--- src/rtl/lpc_io_ctrl.sv ---
// rtl/lpc_io_ctrl.sv - LPC I/O-cycle target sequencer for the UART register bank
// Claims I/O reads/writes in an 8-byte window and holds the bus with long-wait SYNC until the bank acks.
module lpc_io_ctrl #(
  parameter logic [15:0] BASE_ADDR  = 16'h03F8,
  parameter int          TAR_CYCLES = 1,
  parameter int          WAIT_MAX   = 255
) (
  input  logic       lpc_clk,
  input  logic       lpc_rst,
  input  logic       lpc_frame,
  input  logic [3:0] lpc_ad_in,
  output logic [3:0] lpc_ad_out,
  output logic       lpc_ad_oe,
  output logic [2:0] reg_addr,
  output logic [7:0] reg_wdata,
  output logic       reg_wr,
  output logic       reg_rd,
  input  logic [7:0] reg_rdata,
  input  logic       reg_ack,
  output logic       cycle_active,
  output logic       sync_err
);

  typedef enum logic [3:0] {
    S_IDLE, S_CTDIR, S_ADDR0, S_ADDR1, S_ADDR2, S_ADDR3,
    S_WDATA0, S_WDATA1, S_TAR, S_SYNC, S_RDATA0, S_RDATA1,
    S_TAR_END, S_IGNORE
  } state_t;

  state_t      r_state;
  state_t      w_next;
  logic [11:0] r_addr;
  logic        r_is_write;
  logic        r_ack_seen;
  logic [1:0]  r_tar_cnt;
  logic [7:0]  r_wait_cnt;
  logic [7:0]  r_rdata;
  logic [7:0]  r_wdata;
  logic [2:0]  r_reg_addr;

  logic        w_match;
  logic        w_ack_now;
  logic        w_timeout;
  logic        w_tar_last;
  logic        w_strobe_slot;

  assign w_match       = ({r_addr, lpc_ad_in[3]} == BASE_ADDR[15:3]);
  assign w_ack_now     = r_ack_seen | reg_ack;
  assign w_timeout     = !w_ack_now && (r_wait_cnt == 8'(WAIT_MAX));
  assign w_tar_last    = (r_tar_cnt == 2'(TAR_CYCLES - 1));
  // Strobe is suppressed when the host reasserts LFRAME# so an abort never touches the bank.
  assign w_strobe_slot = (r_state == S_TAR) && (r_tar_cnt == 2'd0) && lpc_frame;

  assign reg_wr       = w_strobe_slot && r_is_write;
  assign reg_rd       = w_strobe_slot && !r_is_write;
  assign reg_addr     = r_reg_addr;
  assign reg_wdata    = r_wdata;
  assign cycle_active = (r_state == S_WDATA0) || (r_state == S_WDATA1) ||
                        (r_state == S_TAR)    || (r_state == S_SYNC)   ||
                        (r_state == S_RDATA0) || (r_state == S_RDATA1) ||
                        (r_state == S_TAR_END);

  always_comb begin
    w_next = r_state;
    if (!lpc_frame) begin
      w_next = (lpc_ad_in == 4'h0) ? S_CTDIR : S_IDLE;
    end else begin
      case (r_state)
        S_IDLE:    w_next = S_IDLE;
        S_CTDIR:   w_next = (lpc_ad_in == 4'h0 || lpc_ad_in == 4'h2) ? S_ADDR0 : S_IGNORE;
        S_ADDR0:   w_next = S_ADDR1;
        S_ADDR1:   w_next = S_ADDR2;
        S_ADDR2:   w_next = S_ADDR3;
        S_ADDR3: begin
          if (!w_match)       w_next = S_IGNORE;
          else if (r_is_write) w_next = S_WDATA0;
          else                w_next = S_TAR;
        end
        S_WDATA0:  w_next = S_WDATA1;
        S_WDATA1:  w_next = S_TAR;
        S_TAR:     w_next = w_tar_last ? S_SYNC : S_TAR;
        S_SYNC: begin
          if (w_ack_now)      w_next = r_is_write ? S_TAR_END : S_RDATA0;
          else if (w_timeout) w_next = S_TAR_END;
        end
        S_RDATA0:  w_next = S_RDATA1;
        S_RDATA1:  w_next = S_TAR_END;
        S_TAR_END: w_next = S_IDLE;
        S_IGNORE:  w_next = S_IGNORE;
        default:   w_next = S_IDLE;
      endcase
    end
  end

  always_comb begin
    lpc_ad_oe  = 1'b0;
    lpc_ad_out = 4'hF;
    sync_err   = 1'b0;
    case (r_state)
      S_SYNC: begin
        lpc_ad_oe = 1'b1;
        if (w_ack_now) begin
          lpc_ad_out = 4'h0;
        end else if (w_timeout) begin
          lpc_ad_out = 4'hA;
          sync_err   = 1'b1;
        end else begin
          lpc_ad_out = 4'h6;
        end
      end
      S_RDATA0: begin
        lpc_ad_oe  = 1'b1;
        lpc_ad_out = r_rdata[3:0];
      end
      S_RDATA1: begin
        lpc_ad_oe  = 1'b1;
        lpc_ad_out = r_rdata[7:4];
      end
      S_TAR_END: begin
        lpc_ad_oe  = 1'b1;
        lpc_ad_out = 4'hF;
      end
      default: ;
    endcase
  end

  always_ff @(posedge lpc_clk) begin
    if (lpc_rst) begin
      r_state    <= S_IDLE;
      r_addr     <= '0;
      r_is_write <= 1'b0;
      r_ack_seen <= 1'b0;
      r_tar_cnt  <= '0;
      r_wait_cnt <= '0;
      r_rdata    <= '0;
      r_wdata    <= '0;
      r_reg_addr <= '0;
    end else begin
      r_state <= w_next;
      if (lpc_frame) begin
        case (r_state)
          S_CTDIR: begin
            r_is_write <= (lpc_ad_in == 4'h2);
            r_ack_seen <= 1'b0;
            r_tar_cnt  <= '0;
            r_wait_cnt <= '0;
          end
          S_ADDR0, S_ADDR1, S_ADDR2: r_addr <= {r_addr[7:0], lpc_ad_in};
          S_ADDR3: if (w_match) r_reg_addr <= lpc_ad_in[2:0];
          S_WDATA0: r_wdata[3:0] <= lpc_ad_in;
          S_WDATA1: r_wdata[7:4] <= lpc_ad_in;
          S_TAR, S_SYNC: begin
            if (r_state == S_TAR) r_tar_cnt <= r_tar_cnt + 2'd1;
            // First ack wins; later acks from a misbehaving bank must not corrupt read data.
            if (reg_ack && !r_ack_seen) begin
              r_ack_seen <= 1'b1;
              if (!r_is_write) r_rdata <= reg_rdata;
            end
            if (r_state == S_SYNC && !w_ack_now && !w_timeout) r_wait_cnt <= r_wait_cnt + 8'd1;
          end
          default: ;
        endcase
      end
    end
  end

endmodule

--- config.mk ---
export PLATFORM = sky130hd
export DESIGN_NAME = lpc_io_ctrl
export DESIGN_NICKNAME = d
export VERILOG_FILES = /design/src/rtl/lpc_io_ctrl.sv
export SDC_FILE = /design/constraint.sdc
export NUM_CORES = 1
export LEC_CHECK = 0
export BUFFER_PORTS_ARGS = -buffer_cell sky130_fd_sc_hd__clkbuf_2
export CAP_MARGIN = 20
export CORE_AREA = 2 2 105 107
export CTS_CLUSTER_DIAMETER = 50
export DETAILED_ROUTE_END_ITERATION = 8
export DIE_AREA = 0 0 107 109
export SLEW_MARGIN = 20
export SYNTH_ARGS = -nofsm -noshare
export SYNTH_HDL_FRONTEND = slang
export SYNTH_SLANG_ARGS = --single-unit
--- constraint.sdc ---
create_clock -name lpc_clk -period 2.2 [get_ports lpc_clk]
set_input_delay 0.22 -clock lpc_clk [delete_from_list [all_inputs] [get_ports lpc_clk]]
set_output_delay 0.22 -clock lpc_clk [all_outputs]
set_load 0.03 [all_outputs]
---- Yosys cells after proc, flatten, opt, wreduce, memory -nomap -nowiden ----
Index checks and enable logic that the tools add are counted.
word-level totals
  output and inout bits ................... 20
  word-level logic and storage cells ...... 91
  bits of input ports ..................... 16
  register bits after elaboration ......... 47
operators by class
  bitwise operators ....................... 2
  reduce and logical (&&, ||, !) cells .... 34
  muxes and demuxes ....................... 23
  eq/ne operators ......................... 20
  $add $sub $neg .......................... 2
operators by type and width
  kind                 count
  $pmux 4 s12          1
  $mux 4               8
  $eq 4x4->1 const B   6
  $eq 4x3->1 const B   4
  $pmux 8 s2           1
  $eq 13x7->1 const B  1
  $eq 4x2->1 const B   3
  $pmux 4 s3           1
  $reduce_and 3->1     4
  $add 8x1->8 const B  1
  $eq 8x8->1 const B   1
  $logic_and 1x1->1    8
  $mux 8               1
  $reduce_and 2->1     4
  $logic_or 1x1->1     7
  $mux 1               7
  $ne 2x2->1 const B   3
  $eq 4x1->1 const B   1
  $logic_not 1->1      4
  $logic_not 4->1      1
  $ne 4x4->1 const B   1
  $pmux 2 s2           1
  $reduce_and 4->1     1
  $reduce_or 4->1      1
  10 further kinds     10

---- Longest topological paths before layout ----
Gate-level depths: netlist of the first run.
  word-level depth ........................ 7
  gate-level depth with buffers ........... 7

---- Worst setup path before layout of the first run ----
No wires, ideal clock.
  path kind ............................... reg2out
  from .................................... register r_state[0]
  to ...................................... output port lpc_ad_out[3]
  data required time ...................... 1,980 ps
  stages on the path, launching flop included .. 6
  path buffers ............................ 1
  data arrival time ....................... 2,036 ps
  setup slack ............................. -56 ps
  path through ............................ dfxtp_1 -> buf_4 -> nor3b_1 -> nand3_1 -> nor3_1 -> nand3b_1
on the way
  word-level cells in the longest chain between the ends .. 2
  elaborated cells between the ends (all ways) .. 4
  those cells by class .................... eq/ne (3); mux (1)
RTL lines
  what                    RTL line  source
  start, declared         30        state_t r_state;
  start signal, assigned  139       r_state <= w_next;
  $eq 4x4->1              99        case (r_state)
  $pmux 4 s3 (*)          99
  end, declared           12        output logic [3:0] lpc_ad_out,
Mark *: on every way between the ends. The rest lies on a longest branch, timed or not.

---- Worst setup path after layout of the first run ----
  from .................................... register r_state[2]
  to ...................................... register r_rdata[0]
on the way
  word-level cells in the longest chain between the ends .. 3
  elaborated cells between the ends (all ways) .. 4
  those cells by class .................... eq/ne (2); reduce/logical (2)
RTL lines
  what                            RTL line  source
  $eq 4x4->1                      141       case (r_state)
  $reduce_or 2->1 (*)             141
  $reduce_and 4->1 (no line) (*)  n/a
  end signal, assigned            157       if (!r_is_write) r_rdata <= reg_rdata;
  end, declared                   37        logic [7:0] r_rdata;
Marks and branches as above.
A chain may end at the register's enable or synchronous reset.

==> results of run 1 <==
[registers in the layout (all words and copies together), names as in the netlist]
name,count
reg_addr,3
r_addr,12
r_wait_cnt,8
r_state,4
r_is_write,1
reg_wdata,8
r_ack_seen,1
r_tar_cnt,2
r_rdata,8
[report_power, final]
part | total [mW] | switching [mW] | internal [mW]
Sequential | 0.850 | 0.000491 | 0.850
Combinational | 0.0536 | 0.0362 | 0.0175
Clock | 0.622 | 0.289 | 0.333
Total | 1.53 | 0.326 | 1.20
[tightest hold or removal path: cells and delay by family]
family | cells | cell delay (ns)
buffers and inverters | 1 | 0.07
and+or+nand+nor | 1 | 0.07
muxes | 1 | 0.05
[cells in the mapped netlist, drive strengths merged (2+ instances only)]
library cell / count
a31oi: 2
or2: 2
buf: 10
clkbuf: 8
and3b: 2
dfxtp: 47
nand2b: 4
a211oi: 3
ha: 2
mux2: 2
nand3: 10
and4b: 3
inv: 4
xnor2: 6
nor3b: 3
or3: 2
nor2: 54
a21oi: 12
o211ai: 2
nand2: 25
o21ai: 10
and4: 2
mux2i: 31
nand4: 4
o22ai: 2
nor3: 6
[metrics by stage]
step	setup WS [ns]	power, mW	hold slack, ns
3_3_place_gp	0.2456	0.9228	0.4499
2_1_floorplan	0.08048	0.8942	0.3639
4_1_cts	0.009469	1.539	0.1406
3_5_place_dp	0.1928	0.9240	0.4610
5_1_grt	0.02074	1.582	0.1520
6_report	0.1223	1.526	0.1395
[routing by layer]
| layer | track usage (%) | part of all wire, % | vias to the layer above |
|---|---|---|---|
| li1 | - | - | 1012 |
| met1 | 13.87 | 48 | 927 |
| met2 | 16.24 | 46 | 62 |
| met3 | 2.032 | 4.9 | 6 |
| met4 | 3.618 | 1.4 | 0 |
| met5 | 0 | 0 | - |
[cell families after synthesis]
family | after synthesis | share of synthesized area, %
fa+ha+maj | 2 | 1.066
xor+xnor | 6 | 2.239
compound gates | 37 | 10.23
simple gates | 127 | 27.13
mux | 33 | 14.18
flops | 47 | 40.09
buf+inv | 22 | 5.063
[timing repair]
item / in CTS / in global routing
setup buffers: 0 / 0
resized for setup: 0 / 4
endpoints found under the setup margin: 0 / 4
[area by class of cell]
cell class                      count  area (um2)  share of cell area (%)
Clock buffer                        6       72.57                   2.623
Clock inverter                      1       30.03                   1.085
Multi-Input combinational cell    205        1303                   47.08
Inverter                            4       15.01                  0.5427
Timing Repair Buffer               42       227.7                   8.232
Tap cell                          140       175.2                   6.332
Sequential cell                    47       943.4                   34.10
[how the worst max path moves through the flow]
stage,start,cells past startpoint,endpoint
2_1_floorplan,r_wait_cnt[0],4,lpc_ad_out[2]
3_3_place_gp,r_state[2],5,r_wait_cnt[7]
3_5_place_dp,r_state[2],5,r_wait_cnt[7]
4_1_cts,r_state[0],5,lpc_ad_out[3]
5_1_grt,r_state[2],5,r_rdata[7]
6_report,r_state[2],5,r_rdata[0]
==> impl_summary.md, run 1 <==
Run status
The flow ran to the end, and the final reports show no timing, DRC or antenna violations.

Logic synthesis
The number of enable-type register cells in the synthesized netlist is 0. The warning count from the yosys run is 0. Sorting the synthesized cells by area gives the leading types as dfxtp_1 40%, mux2i_1 13%, nor2_1 8.6%. Among all flip-flop cells after synthesis, the most frequent one is dfxtp_1. The netlist uses between 40 and 50 different library cells. The synthesized net count is about 290. After technology mapping, the gate count stands at 274.

Summing the sequential cell areas from Yosys gives about 40% of the chip area. A synthesized cell averages approximately 8.6 um2. The share of synthesized registers carrying an async set or reset is 0%. The synthesized cell area is 2347 um2.

The area share of the largest cell type after synthesis is 40.09%. The cell type with the highest aggregate area in the netlist is dfxtp_1. In this run, synthesis produced a sequential element count of between 40 and 50.

Final layout
After routing the design area is 2766 um2. Leaving out fill and tap cells, the most frequent cells in the layout are 54 x nor2_1, 45 x dfxtp_1, 35 x clkbuf_2. The net total in the final layout is between 300 and 400. The leading cell type in the layout, fill and taps excluded is nor2_1.

The synthesis-to-layout area growth is 17.86%. 0 antenna diodes ended up in the layout. After filler insertion, the fill cell instance count of the layout stands at 1,144. Once layout is complete, the utilization of the core stands at roughly a quarter. The fraction of final layout cells with drive strength greater than 1 is around a fifth. Excluding fillers, the count of instances in the completed layout stands at around 450.

Routing
After detailed routing, the number of vias per cell comes to approximately 4.5. The detailed-route wire length is approximately 5.7 mm. The initial detailed-routing violation count is between 150 and 200.

The average wire length per cell after detail routing is approximately 13 um. In this run the remaining antenna-violating nets after routing total 0. The first detailed-routing pass took 4 iterations.

The routed layout has about 2,000 vias. The total DRC errors in the routed layout is 0.

STA
Setup repair after global routing left no endpoint under its margin. After routing, the total negative slack on setup checks comes to 0 ns. At the pin with the least slew margin, the transition time is a little over 0.5 ns.

The relative slew slack is about two thirds. The number of setup violations in the final report is 0. The number of endpoints with negative hold slack in the final report is 0. The fmax is 481.3 MHz. The clock period could shrink to just over 2 ns. The worst path uses roughly 94% of the clock period. The final number of max-transition violations is 0.

The worst clock skew on the final layout is approximately 0.011 ns.

Place
The global placement routability congestion is a little under 0.9. The number of port buffers is 35. Summing all placed instances gives a cell area of between 2000 and 3000 um2. Detailed placement ended at an HPWL of roughly 4.1 mm. In this run, placement finished with an instance count of about 440.

Clock network
The H-tree generated during clock tree synthesis spans 2 levels. The number of clock buffers added by TritonCTS is 5. The cell at the root of the clock tree is clkbuf_8.

The number of buffers added to fix hold violations after cts is 0. TritonCTS built the clock tree. The clock-pin slew on the worst setup and hold paths is approximately 0.090 ns. The maximum buffer depth of the clock tree is 2. Clock tree synthesis found a total of 47 sinks. The clock network latency to the later pin of the worst-skew pair is slightly above 0.3 ns.

Setup path
Measured in cells, the most critical reg-to-reg path has a length of 5. The kind of end point of the critical path is a flop. The slowest cell on the critical path is or3_1. The number of buffer and inverter stages on the critical path is 0. STA classifies the critical path startpoint as a flop. Data on the critical path is required at its endpoint by 2.39 ns. The endpoint of the most critical register-to-register path is r_rdata[0]. The critical path goes through nor2_1 > nand4_1 > or3_1 > mux2i_1 > nor2_1. The source of the worst register-to-register timing path is r_state[2]. In this design, the critical path's most frequently occurring cell is nor2_1. The biggest fanout along the worst timing path is 14.

The biggest cell delay along the critical path is 0.56 ns. For flop-to-flop paths, the worst setup slack is around 0.12 ns. STA puts the critical path data arrival time at 2.26 ns. The family of cells with the greatest summed delay on the critical path is simple AND/OR/NAND/NOR gates.

The critical path in this run is classified as flop to flop.

Pwr
Power spread over the standard cell area amounts to between 500 and 600 nW/um2. The reported leakage power is ~1.2 nW. Across the VDD grid, the largest voltage drop is 0.2521 mV.

Worst hold path
The beginning of the worst hold path is reg_rdata[2]. The destination of the worst hold path is r_rdata[2]. The depth of the worst hold-timing path is 3.

The class of the tightest hold or removal check is primary input to flop.

Run
The tool flagged a number of max-cap violations equal to 0.

Floorplan
The floorplan step defined a core boundary enclosing 10,600 um2. The initial core utilization is 22.14%. For this design the top-level I/O count stands at 36. The floorplan step set the die width to between 100 and 150 um. The area of the die is 11,660 um2. After floorplanning, the core was divided into 38 placement rows.

Measured along the y axis, the die boundary spans roughly 110 um.

Global route
The maximum number of pins on one net before global-route repair is 30. The via count of the first global-routing pass is between 1,500 and 2,000. The number of antenna violations at the first check in global routing is 0. The aggregate global-route resource usage is approximately 10%. The final global-route overflow total is 0. The first-pass GRT wire length is 9.549 mm.
No activity file was read; power rests on OpenSTA's default activity.
==> run 2, diff against run 1 <==
--- a/config.mk
+++ b/config.mk
@@ -7,10 +7,10 @@
 export LEC_CHECK = 0
 export BUFFER_PORTS_ARGS = -buffer_cell sky130_fd_sc_hd__clkbuf_2
 export CAP_MARGIN = 20
-export CORE_AREA = 2 2 105 107
+export CORE_AREA = 2 2 88 90
 export CTS_CLUSTER_DIAMETER = 50
 export DETAILED_ROUTE_END_ITERATION = 8
-export DIE_AREA = 0 0 107 109
+export DIE_AREA = 0 0 90 92
 export SLEW_MARGIN = 20
 export SYNTH_ARGS = -nofsm -noshare
 export SYNTH_HDL_FRONTEND = slang
==> run 2 against run 1 <==
First-iteration DRC count decreased by 7.1%; power decreased by 3.3%; via count unchanged; hold slack got worse by 0.0030 ns; largest cell class unchanged; largest power group unchanged.
==> impl_summary.md, run 2 (synthesized netlist as in run 1, its figures left out) <==
Final layout
The final design utilization is between 30 and 40%. The number of antenna diodes in the final layout is 0. The count of fill cells added during filler insertion is between 800 and 900. The leading cell type in the layout, fill and taps excluded is nor2_1. The register with the most flip-flops in the layout has 12 of them. Of the cells placed in the final design, the portion with a size suffix greater than 1 is roughly 21%.

In the layout the commonest cells are 54 x nor2_1, 45 x dfxtp_1, 35 x clkbuf_2. The register with the most flip-flops in the final layout is r_addr. Relative to the synthesized area, the layout overhead comes to 15.99%. The net total in the final layout is ~330. The count of placed standard cells in the final layout, fillers left out is 410.

STA
Between clock sinks in the finished design, the worst skew comes to ~0.0075 ns. The post-route fraction of the period consumed by the critical path is slightly above 90%. The number of endpoints with negative hold slack in the final report is 0.

Setup repair after global routing left no endpoint under its margin. Timing would allow up to between 400 and 500 MHz. The setup total negative slack is 0 ns. The final number of max-transition violations came to 0. The worst pin sits at a relative slew slack of a little under two thirds. The number of setup violations in the final report is 0. The routed design could run at a clock period as short as 2.021 ns. The worst-margin pin slew is between 0.5 and 0.6 ns.

Setup path
The worst register-to-register path ends at r_wait_cnt[0]. The biggest fanout along the worst timing path is 11. For the worst setup path, the data required time is 1.98 ns. The kind of end point of the critical path is a primary output. Setup slack on the worst reg-to-reg path comes out at around 0.43 ns.

STA classifies the critical path startpoint as a flop. The data arrival at the endpoint of the critical path is approximately 1.8 ns. The source of the worst register-to-register timing path is r_wait_cnt[0].

The worst register-to-register path has a depth of 6. The critical path is of the flop to primary output type.

Place
Routability-driven placement finished with a final weighted congestion of between 0.8 and 0.9. The detailed-placement wirelength estimate is ~3.8 mm. The number of port buffers is 35. After detailed placement, the design holds a cell count of ~400.

Global route
Across every metal layer, demand over resource in global routing totals between 10% and 20%. The via count of the first global-routing pass came to 1,888. The number of antenna violations at the first check in global routing came to 0.

For this run the aggregate overflow at the end of global routing stands at 0. The first global-routing pass estimated around 9.4 mm of wire. Entering global routing, the biggest net connects 31 pins.

Routing
In the routed layout, each cell is associated on average with a via count of between 4 and 5. The initial detailed-routing violation count is ~170. The detailed-route wire length is 5.359 mm. The first-pass detailed-route iteration total is 4. The average wire length per cell after detail routing is 13.07 um. For this block, the via count after detailed routing is approximately 2,000. The total DRC errors in the routed layout is 0. The number of antenna-violating nets in the routed design is 0.

Floorplan
The region available for standard cell placement spans ~7400 um2. Measured along the x axis, the die boundary spans about 90 um. The floorplan has 32 rows. The initial core utilization is 31.52%. 36 I/O pins were placed. The die is a little over 90 um tall. The area of the die is ~8300 um2.

Clock network
The maximum buffer depth of the clock tree is 2. The number of buffers added to fix hold violations after cts is 0. Clock tree synthesis inserted a total of 5 buffers. The clock-pin slew on the worst setup and hold paths is ~0.09 ns. CTS built an H-tree with a depth of 2. The cell sitting at the root of the clock tree is a clkbuf_8. The clock network latency to the later pin of the worst-skew pair is approximately 0.31 ns.

The sink count of the clock tree is 47. TritonCTS built the clock tree.

Pwr
Summed over all cells, the static leakage comes to about 1.2 nW. Across the VDD grid, the largest voltage drop is 0.2840 mV. The power density over cell area is approximately 540 nW/um2.

Worst hold path
The startpoint identified for the worst hold timing path is reg_rdata[1]. The class of the tightest hold or removal check is primary input to flop. The destination of the worst hold path is r_rdata[1]. Along the worst hold path, the cell count comes to 3.

Run status
The flow ran to the end, and the final reports show no timing, DRC or antenna violations.

Run
The number of maximum-capacitance constraint violations is 0.
run 2: cell count changes in the layout (fill, tap and decap cells not counted), sizes merged:
cell      delta
clkinvlp     +1
inv          +2
clkbuf       -1
bufinv       -1
buf          +2
run 2: through the flow:
stage	instance area (um2)	setup slack [ns]	total power, mW	hold slack (ns)
after floorplan	2352	0.08048	0.8942	0.3639
after global placement	2619	0.3884	0.9240	0.4493
after detailed placement	2619	0.4086	0.9236	0.4669
after CTS	2715	0.02203	1.505	0.1293
after global routing	2723	0.06845	1.533	0.1414
final	2723	0.1791	1.476	0.1365
run 2: what timing repair did:
action,in CTS,in global routing
setup buffers,0,0
setup endpoints to repair,0,3
resized for setup,0,3
run 2: critical path, stage by stage, from the launching register on:
cell	delay [ns]
dfxtp_1	0.57
inv_1	0.23
nor2_1	0.27
o311ai_0	0.20
clkbuf_2	0.22
run 2: how the worst max path moves through the flow:
stage,from,to,depth (start not counted)
after CTS,r_state[0],lpc_ad_out[3],5
after floorplan,r_wait_cnt[0],lpc_ad_out[2],4
after global routing,r_state[3],lpc_ad_out[2],4
after detailed placement,r_state[0],lpc_ad_out[3],5
after global placement,r_state[0],lpc_ad_out[3],5
final,r_state[3],lpc_ad_out[2],4
run 2: cell type report:
class	count	area, um2	share of cell area (%)
clock buffers	5	68.82	2.528
clock inverters	3	27.53	1.011
inverters	4	15.01	0.5515
multi-input cells	205	1297	47.66
flip-flops and latches	47	943.4	34.65
well taps	102	127.6	4.687
repair buffers	44	242.7	8.915
run 2: report_power, final:
group	internal (mW)	switching, mW	total [mW]
sequential	0.850	0.000635	0.851
clock	0.236	0.336	0.572
combinational	0.0176	0.0358	0.0534
run 2: layer usage:
layer | wire [um] | track usage [%] | vias to the layer above
met5 | 0 | 0 | -
met4 | 78 | 5.000 | 0
met3 | 234 | 2.958 | 6
met2 | 2291 | 20.61 | 47
met1 | 2755 | 19.82 | 931
li1 | - | - | 1023
